<file path="config.mk">
export PLATFORM = sky130hd
export DESIGN_NAME = ulaw_stream_encoder
export DESIGN_NICKNAME = d
export VERILOG_FILES = /design/src/rtl/ulaw_stream_encoder.sv
export SDC_FILE = /design/constraint.sdc
export NUM_CORES = 1
export LEC_CHECK = 0
export ABC_AREA = 1
export BUFFER_PORTS_ARGS = -buffer_cell sky130_fd_sc_hd__buf_2
export CORE_ASPECT_RATIO = 1.2
export CORE_MARGIN = 5
export CORE_UTILIZATION = 45
export CTS_BUF_LIST = sky130_fd_sc_hd__clkbuf_8
export DETAILED_ROUTE_END_ITERATION = 8
export SYNTH_ARGS = -nofsm -noshare
export SYNTH_HDL_FRONTEND = slang
export SYNTH_SLANG_ARGS = --single-unit
</file>
<file path="constraint.sdc">
create_clock -name clk -period 5.15 [get_ports clk]
set_input_delay 1.03 -clock clk [delete_from_list [all_inputs] [get_ports clk]]
set_output_delay 1.03 -clock clk [all_outputs]
set_load 0.02 [all_outputs]
</file>
<file path="src/rtl/ulaw_stream_encoder.sv">
// Multi-lane pipelined signed fixed-point to G.711 mu-law encoder with a valid/ready stream interface.
// Stage 1 scales, clamps and biases each lane; stage 2 encodes and drives the output register.
module ulaw_stream_encoder #(
   parameter int unsigned LANES = 4,
   parameter int unsigned IN_W  = 16,
   parameter int unsigned SHIFT = 2,
   parameter int unsigned CNT_W = 16
) (
   input  logic                    clk,
   input  logic                    rst,
   input  logic                    in_valid,
   output logic                    in_ready,
   input  logic [LANES*IN_W-1:0]   in_data,
   input  logic                    in_last,
   input  logic                    ulaw_inv,
   output logic                    out_valid,
   input  logic                    out_ready,
   output logic [LANES*8-1:0]      out_data,
   output logic                    out_last,
   input  logic                    sat_clr,
   output logic [CNT_W-1:0]        sat_cnt
);

   localparam int unsigned MAG_W  = 13;
   localparam int unsigned BIAS_W = 14;
   localparam int unsigned CODE_W = 8;

   localparam logic signed [IN_W-1:0] POS_LIM = IN_W'(8191);
   localparam logic signed [IN_W-1:0] NEG_LIM = -POS_LIM;
   localparam logic [BIAS_W-1:0]      BIAS    = BIAS_W'(33);
   localparam logic [BIAS_W-1:0]      MAG_MAX = BIAS_W'(8191);

   // Segment = position of the leading one in b[12:5]; mantissa = the 4 bits below it.
   function automatic logic [CODE_W-1:0] encode(input logic sign, input logic [MAG_W-1:0] b,
                                                input logic inv);
      logic [2:0]        e;
      logic [3:0]        mant;
      logic [CODE_W-1:0] code;
      e = 3'd0;
      for (int k = 0; k < 8; k++) begin
         if (b[k+5]) e = 3'(k);
      end
      mant = 4'(b >> (4'(e) + 4'd1));
      code = {sign, e, mant};
      return inv ? ~code : code;
   endfunction

   logic                              s2_ready_c;
   logic                              accept_c;
   logic [LANES-1:0]                  sign_c;
   logic [LANES-1:0]                  clamp_c;
   logic [LANES-1:0][MAG_W-1:0]       bias_c;
   logic [LANES-1:0][CODE_W-1:0]      enc_c;

   logic                              s1_valid;
   logic                              s1_inv;
   logic                              s1_last;
   logic [LANES-1:0]                  s1_sign;
   logic [LANES-1:0][MAG_W-1:0]       s1_b;

   assign s2_ready_c = ~out_valid | out_ready;
   assign in_ready   = ~s1_valid | s2_ready_c;
   assign accept_c   = in_valid & in_ready;

   for (genvar i = 0; i < LANES; i++) begin : g_lane
      logic signed [IN_W-1:0] lane;
      logic signed [IN_W-1:0] shifted;
      logic signed [IN_W-1:0] clamped;
      logic [MAG_W-1:0]       mag;
      logic [BIAS_W-1:0]      biased;
      logic                   range_clamp;
      logic                   bias_sat;

      // Scale, symmetric clamp (-8192 folds to -8191), sign/magnitude split and biasing.
      always_comb begin
         lane        = signed'(in_data[i*IN_W +: IN_W]);
         shifted     = lane >>> SHIFT;
         range_clamp = (shifted > POS_LIM) || (shifted < NEG_LIM);
         if (shifted > POS_LIM) begin
            clamped = POS_LIM;
         end else if (shifted < NEG_LIM) begin
            clamped = NEG_LIM;
         end else begin
            clamped = shifted;
         end
         mag      = MAG_W'(clamped[IN_W-1] ? -clamped : clamped);
         biased   = {1'b0, mag} + BIAS;
         bias_sat = biased > MAG_MAX;
      end

      assign sign_c[i]  = clamped[IN_W-1];
      assign bias_c[i]  = bias_sat ? MAG_W'(8191) : biased[MAG_W-1:0];
      assign clamp_c[i] = range_clamp | bias_sat;
      assign enc_c[i]   = encode(s1_sign[i], s1_b[i], s1_inv);
   end

   // Stage 1: biased magnitudes plus per-beat sideband.
   always_ff @(posedge clk or posedge rst) begin
      if (rst) begin
         s1_valid <= 1'b0;
         s1_inv   <= 1'b0;
         s1_last  <= 1'b0;
         s1_sign  <= '0;
         s1_b     <= '0;
      end else if (in_ready) begin
         s1_valid <= in_valid;
         if (in_valid) begin
            s1_inv  <= ulaw_inv;
            s1_last <= in_last;
            s1_sign <= sign_c;
            s1_b    <= bias_c;
         end
      end
   end

   // Stage 2: encoded output register, held while the consumer stalls.
   always_ff @(posedge clk or posedge rst) begin
      if (rst) begin
         out_valid <= 1'b0;
         out_data  <= '0;
         out_last  <= 1'b0;
      end else if (s2_ready_c) begin
         out_valid <= s1_valid;
         if (s1_valid) begin
            out_data <= enc_c;
            out_last <= s1_last;
         end
      end
   end

   // Saturating count of accepted beats with any clamped lane; clear wins.
   always_ff @(posedge clk or posedge rst) begin
      if (rst) begin
         sat_cnt <= '0;
      end else if (sat_clr) begin
         sat_cnt <= '0;
      end else if (accept_c && (|clamp_c) && (sat_cnt != '1)) begin
         sat_cnt <= sat_cnt + CNT_W'(1);
      end
   end

endmodule

</file>
Word level (Yosys, flattened, before mapping). Index checks and enable logic that the tools add are counted.

Flip-flop bits (word level): 109. Bits in latches: 0. RAM bits: 0. Bits in read-only memories: 0. Bits of input ports: 71. Logic and storage cells: 115. Memories: 0.

Add/sub/neg operators: 13. $mul: 0. Div/mod/pow operators: 0. $lt $le $gt $ge: 12. Eq/ne operators: 1. Shift operators: 4. Mux-type cells: 50. Bitwise logic cells: 13. Reductions and logical operators: 10.

Operator list (number): 2-to-1 mux 16 bit (10); 2-to-1 mux 13 bit (8); 2-to-1 mux 3 bit (23); adder 13 x 6 -> 14 bit, second input constant (4); > comparator 14 x 13 -> 1 bit, second input constant (4); > comparator 14 bit, second input constant (4); less-than comparator 14 bit, second input constant (4); negator 13 bit (4); right shift 13 x 4 -> 4 bit (4); 2-to-1 mux 8 bit (4); inverter 8 bit (4); adder 16 x 1 -> 16 bit, second input constant (1); adder 3 x 1 -> 4 bit, second input constant (4); inequality test 16 bit, second input constant (1); OR 1 bit (6); logical OR 1 bit (4); 2-to-1 mux 1 bit (4); AND reduction 2 bit (2); OR reduction 4 bit (1); logical AND 1 bit (2); 2-to-1 mux 2 bit (1); inverter 1 bit (2); nonzero test 2 bit (1); AND 1 bit (1).

Depth between registers and ports, before layout.
Depth after elaboration: 13. Depth in mapped cells: 24.

Least setup slack after synthesis. Ideal clock, no wire load.

Path type: input -> register. Start: in in_data[8]. End: reg sat_cnt[3]. Setup time: 0.119 ns. Arrival time: 3.821 ns. Setup slack: 1.210 ns. Stages: 20. Path through: or2_2 > o41ai_1 > ha_1 > buf_6 > inv_6 > nand2_2 > ha_1 > nor2_1 > xor2_1 > nor2_1 > nand3_1 > nand2_1 > nand3_2 > nor2_2 > nand2_1 > nand2_4 > o21bai_4 > buf_6 > nand3_1 > nand2_1.

Cells in the longest elaborated chain, start to end: 12.

Ends and longest elaborated chain: start: declaration (line 13) `input logic [LANES*IN_W-1:0] in_data,`; less-than comparator 14 bit (line 78, 81); 2-to-1 mux 16 bit (line 81) `end else if (shifted < NEG_LIM) begin`; 2-to-1 mux 16 bit (line 79) `if (shifted > POS_LIM) begin`; negator 13 bit (line 86) `mag = MAG_W'(clamped[IN_W-1] ? -clamped : clamped);`; 2-to-1 mux 13 bit (line 86); adder 13 x 6 -> 14 bit (line 87) `biased = {1'b0, mag} + BIAS;`; > comparator 14 x 13 -> 1 bit (line 88) `bias_sat = biased > MAG_MAX;`; OR 1 bit (*) (line 93) `assign clamp_c[i] = range_clamp | bias_sat;`; OR reduction 4 bit (*) (line 137) `end else if (accept_c && (|clamp_c) && (sat_cnt != '1)) begin`; logical AND 1 bit (*) (2 in a row) (line 137); nonzero test 2 bit (no source line) (*); end signal: assignment (line 138) `sat_cnt <= sat_cnt + CNT_W'(1);`; end: declaration (line 21) `output logic [CNT_W-1:0] sat_cnt`.

Mark *: on every way between the ends. The rest lies on a longest branch, timed or not. A chain may end at the register's enable or synchronous reset.

Worst setup path in the final report.
Start: in in_data[30]. End: reg sat_cnt[1].

The elaborated chain is that of the path after synthesis.

==> out/summary.txt <==
post-synth top area cell -> dfrtp_1
element type at the critical path start -> primary input
Worst path most repeated cell -> nand3_1
setup ws final -> 0.968 ns
Fillers -> 2062
share of cells above drive strength 1 -> 15.0%
vias in the first global route -> 7959
Synth Area per Inst -> 6.65 µm²
initial antenna violation count -> 0
Rows -> 56
Iter 0 DRT Violations -> 400
CP Depth -> 20
CP top delay family -> simple AND/OR/NAND/NOR gates
Critical Path End Type -> flip-flop
Crit path buffers/inverters -> 2
CTS H-tree lvls -> 3
register area share after synthesis -> 29.8%
global-route wire length before repair -> 36500 µm
final wirelength -> 21200 µm
tightest hold margin -> 0.487 ns
CP Class -> in2reg
post-CTS sizing -> 0
FF+latch area -> 0.00263 mm²
die footprint -> 0.0225 mm²
DR pass1 iterations -> 4
# port buffers -> 113
Place WS -> 0.522 ns
Fin Setup TNS -> 0 ns
clk sinks -> 105
Residual DRC -> 0
Post-CTS Repair Setup Buffers -> 0
root buf cell -> clkbuf_8
Reg2Reg Setup Slack -> 2.78 ns
clk slew on worst S/H paths -> 0.10 ns
number of flops mapped to enable cells by yosys -> 0
synth top area cells -> dfrtp_1 (30%), nand2_1 (17%), inv_1 (6.1%)
VDD IR max -> 178 µV
Worst Hold Depth -> 2
Distinct cells, synth -> 51
Max Transition Viols Final -> 0
fin crit share -> 81.2%
Die H -> 163 µm
Hold Fails Final Rpt -> 0
WL/cell -> 12.6 µm
CP Max Fanout -> 20
ANT nets after route -> 0
GRT Util Overall -> 19.5%
Core ar. -> 0.0194 mm²
pwr/cell area -> 329 mW/mm²
HP Class -> reg2reg
Max Clk Rate -> 0.239 GHz
WHS Endpoint -> out_data[28]$_DFFE_PP0P_
Worst Min Path Start -> out_data[28]$_DFFE_PP0P_
Largest stage delay, worst path -> 0.45 ns
YS warnings -> 0
total gr overflow -> 0
io pins -> 122
top post-synthesis cells by count -> nand2_1 (394), inv_1 (144), nor2_1 (118), o21ai_0 (106), dfrtp_1 (105)
Layout Skew -> 0.0109 ns
syn nets -> 1412
largest net degree at the start of global routing -> 68
Leak Pwr -> 5.12 nW
# diodes -> 0
cts bufs inserted -> 9
cells after synthesis -> 1324
count leader, synth -> nand2_1
area of the multi-input gates -> 0.00537 mm²
worst-case reg-to-reg path depth -> 11
cell area after synthesis -> 0.00881 mm²
area fraction of the dominant cell type after synthesis -> 29.8%
slowest library cell on the worst path -> o21bai_4
worst r2r dst -> out_data[16]$_DFFE_PP0P_
Post-DP HPWL -> 16400 µm
RSZ-0062 raised after global routing -> no
Top FF cell, synth -> dfrtp_1
Clock Latency Late Sink -> 0.39 ns
Yosys reg bits -> 105
Async SR Flop Fraction -> 100%
status -> complete, no violations
number of vias per cell -> 5.02
worst r2r src -> s1_b[34]$_DFFE_PP0P_
CTS tree -> yes
Post-layout nets -> 1502
Least-Margin Pin Slew -> 0.984 ns
synthesis-to-layout area growth -> 10.2%
Hold Buf Count CTS -> 0
Critical Path RT -> 5.48 ns
crit path DAT -> 4.51 ns
clk buf depth -> 2
fin crit period -> 4.18 ns
routed vias -> 8424
endpoints failing setup -> 0
Die Width -> 138 µm
CP cell instances -> buf_2 > nor4_1 > nand3_1 > o31ai_1 > ha_1 > inv_2 > nand2_1 > ha_1 > nor2_1 > xor2_2 > nor2_2 > nand3_1 > nand2_2 > nand3_2 > nor2_2 > nand2_1 > nand3_1 > o21bai_4 > nand3_1 > nand2_1
max-cap violations -> 0
Starting Density -> 45.4%
Routability Congestion -> 0.859
worst relative slew slack -> 34.3%
## final cells by class
| cell class | count | share of cell area, % |
|---|---|---|
| tap | 261 | 3.36 |
| clock inverter | 4 | 0.477 |
| clock buffer | 10 | 1.42 |
| multi-input combinational | 1024 | 55.3 |
| sequential | 105 | 27.1 |
| timing repair buffer | 119 | 6.29 |
| inverter | 155 | 6.07 |
## metal layers
metal  vias up  global-route usage [%]  routed length (µm)  part of all wire [%]
li1       4510                       -                   -                     -
met1      3792                    25.3                9830                    46
met2       101                    34.4               10400                    49
met3        21                    1.51                 548                   2.6
met4         0                    5.66                 361                   1.7
met5         -                       0                   0                     0
## logic make-up (layout without fill, tap and decap cells)
group / count (synthesis) / count (layout) / synth area share, %
simple gates: 728 / 728 / 36.9
compound gates: 218 / 218 / 14.8
buf+inv: 195 / 288 / 9.22
flops: 105 / 105 / 29.8
xor+xnor: 61 / 61 / 6.83
fa+ha+maj: 17 / 17 / 2.42
## state kept, by name (all words and copies together), names as in the netlist
register and flops:
s1_b 48, out_data 32, sat_cnt 16, s1_sign 4
out_last 1, out_valid 1, s1_inv 1, s1_last 1
s1_valid 1
## worst reg2reg max path, cell delays in order, from the launching register on
cell and delay, ns:
dfrtp_1 0.41, nor2_1 0.19, nor3_1 0.07, nor3_1 0.62, inv_1 0.27, a21oi_1 0.17
o21ai_0 0.09, o21ai_0 0.10, nand2_1 0.10, nand2_1 0.11, nand2_1 0.05, a31oi_1 0.13
## cells in the final DEF, fill, tap and decap left out, types with 8 or more instances in the layout
cell	Yosys	routed
a31oi_1	15	15
nor2_1	118	118
nand3_1	98	98
inv_1	144	144
nor3_1	11	11
nand4_1	32	32
a21oi_1	34	34
xnor2_1	21	21
nand2_2	25	25
o21ai_0	106	106
dfrtp_1	105	105
nand2_1	394	394
nor4_1	10	10
clkbuf_8	0	10
ha_1	17	17
a22oi_1	26	26
buf_2	9	113
o211ai_1	8	8
nand3_2	13	13
xor2_1	34	34
## per-stage QoR
stage	std cells	total power [mW]	cell area (µm²)	util, %
5_1_grt	1678	3.48	9710	50.0
4_1_cts	1678	3.22	9710	50.0
3_5_place_dp	1664	2.71	9520	49.1
3_3_place_gp	1664	2.68	9520	49.1
2_1_floorplan	1324	2.31	8810	-
6_report	1678	3.19	9710	50.0
## how the worst max path moves through the flow
stage,start,end,slack (ns)
floorplan,in_data[8],sat_cnt[3]$_DFFE_PP0P_,1.21
global placement,in_data[30],s1_b[25]$_DFFE_PP0P_,0.53
detailed placement,in_data[30],s1_b[25]$_DFFE_PP0P_,0.52
CTS,in_data[30],s1_b[25]$_DFFE_PP0P_,0.93
global route,in_data[30],sat_cnt[0]$_DFFE_PP0P_,0.61
finish,in_data[30],sat_cnt[1]$_DFFE_PP0P_,0.97
## power breakdown
group	switching [mW]	internal [mW]	leakage (nW)
Sequential	0.151	1.05	1.23
Clock	0.282	0.231	0.0954
Combinational	0.971	0.509	3.80
No activity file was read; power rests on OpenSTA's default activity.
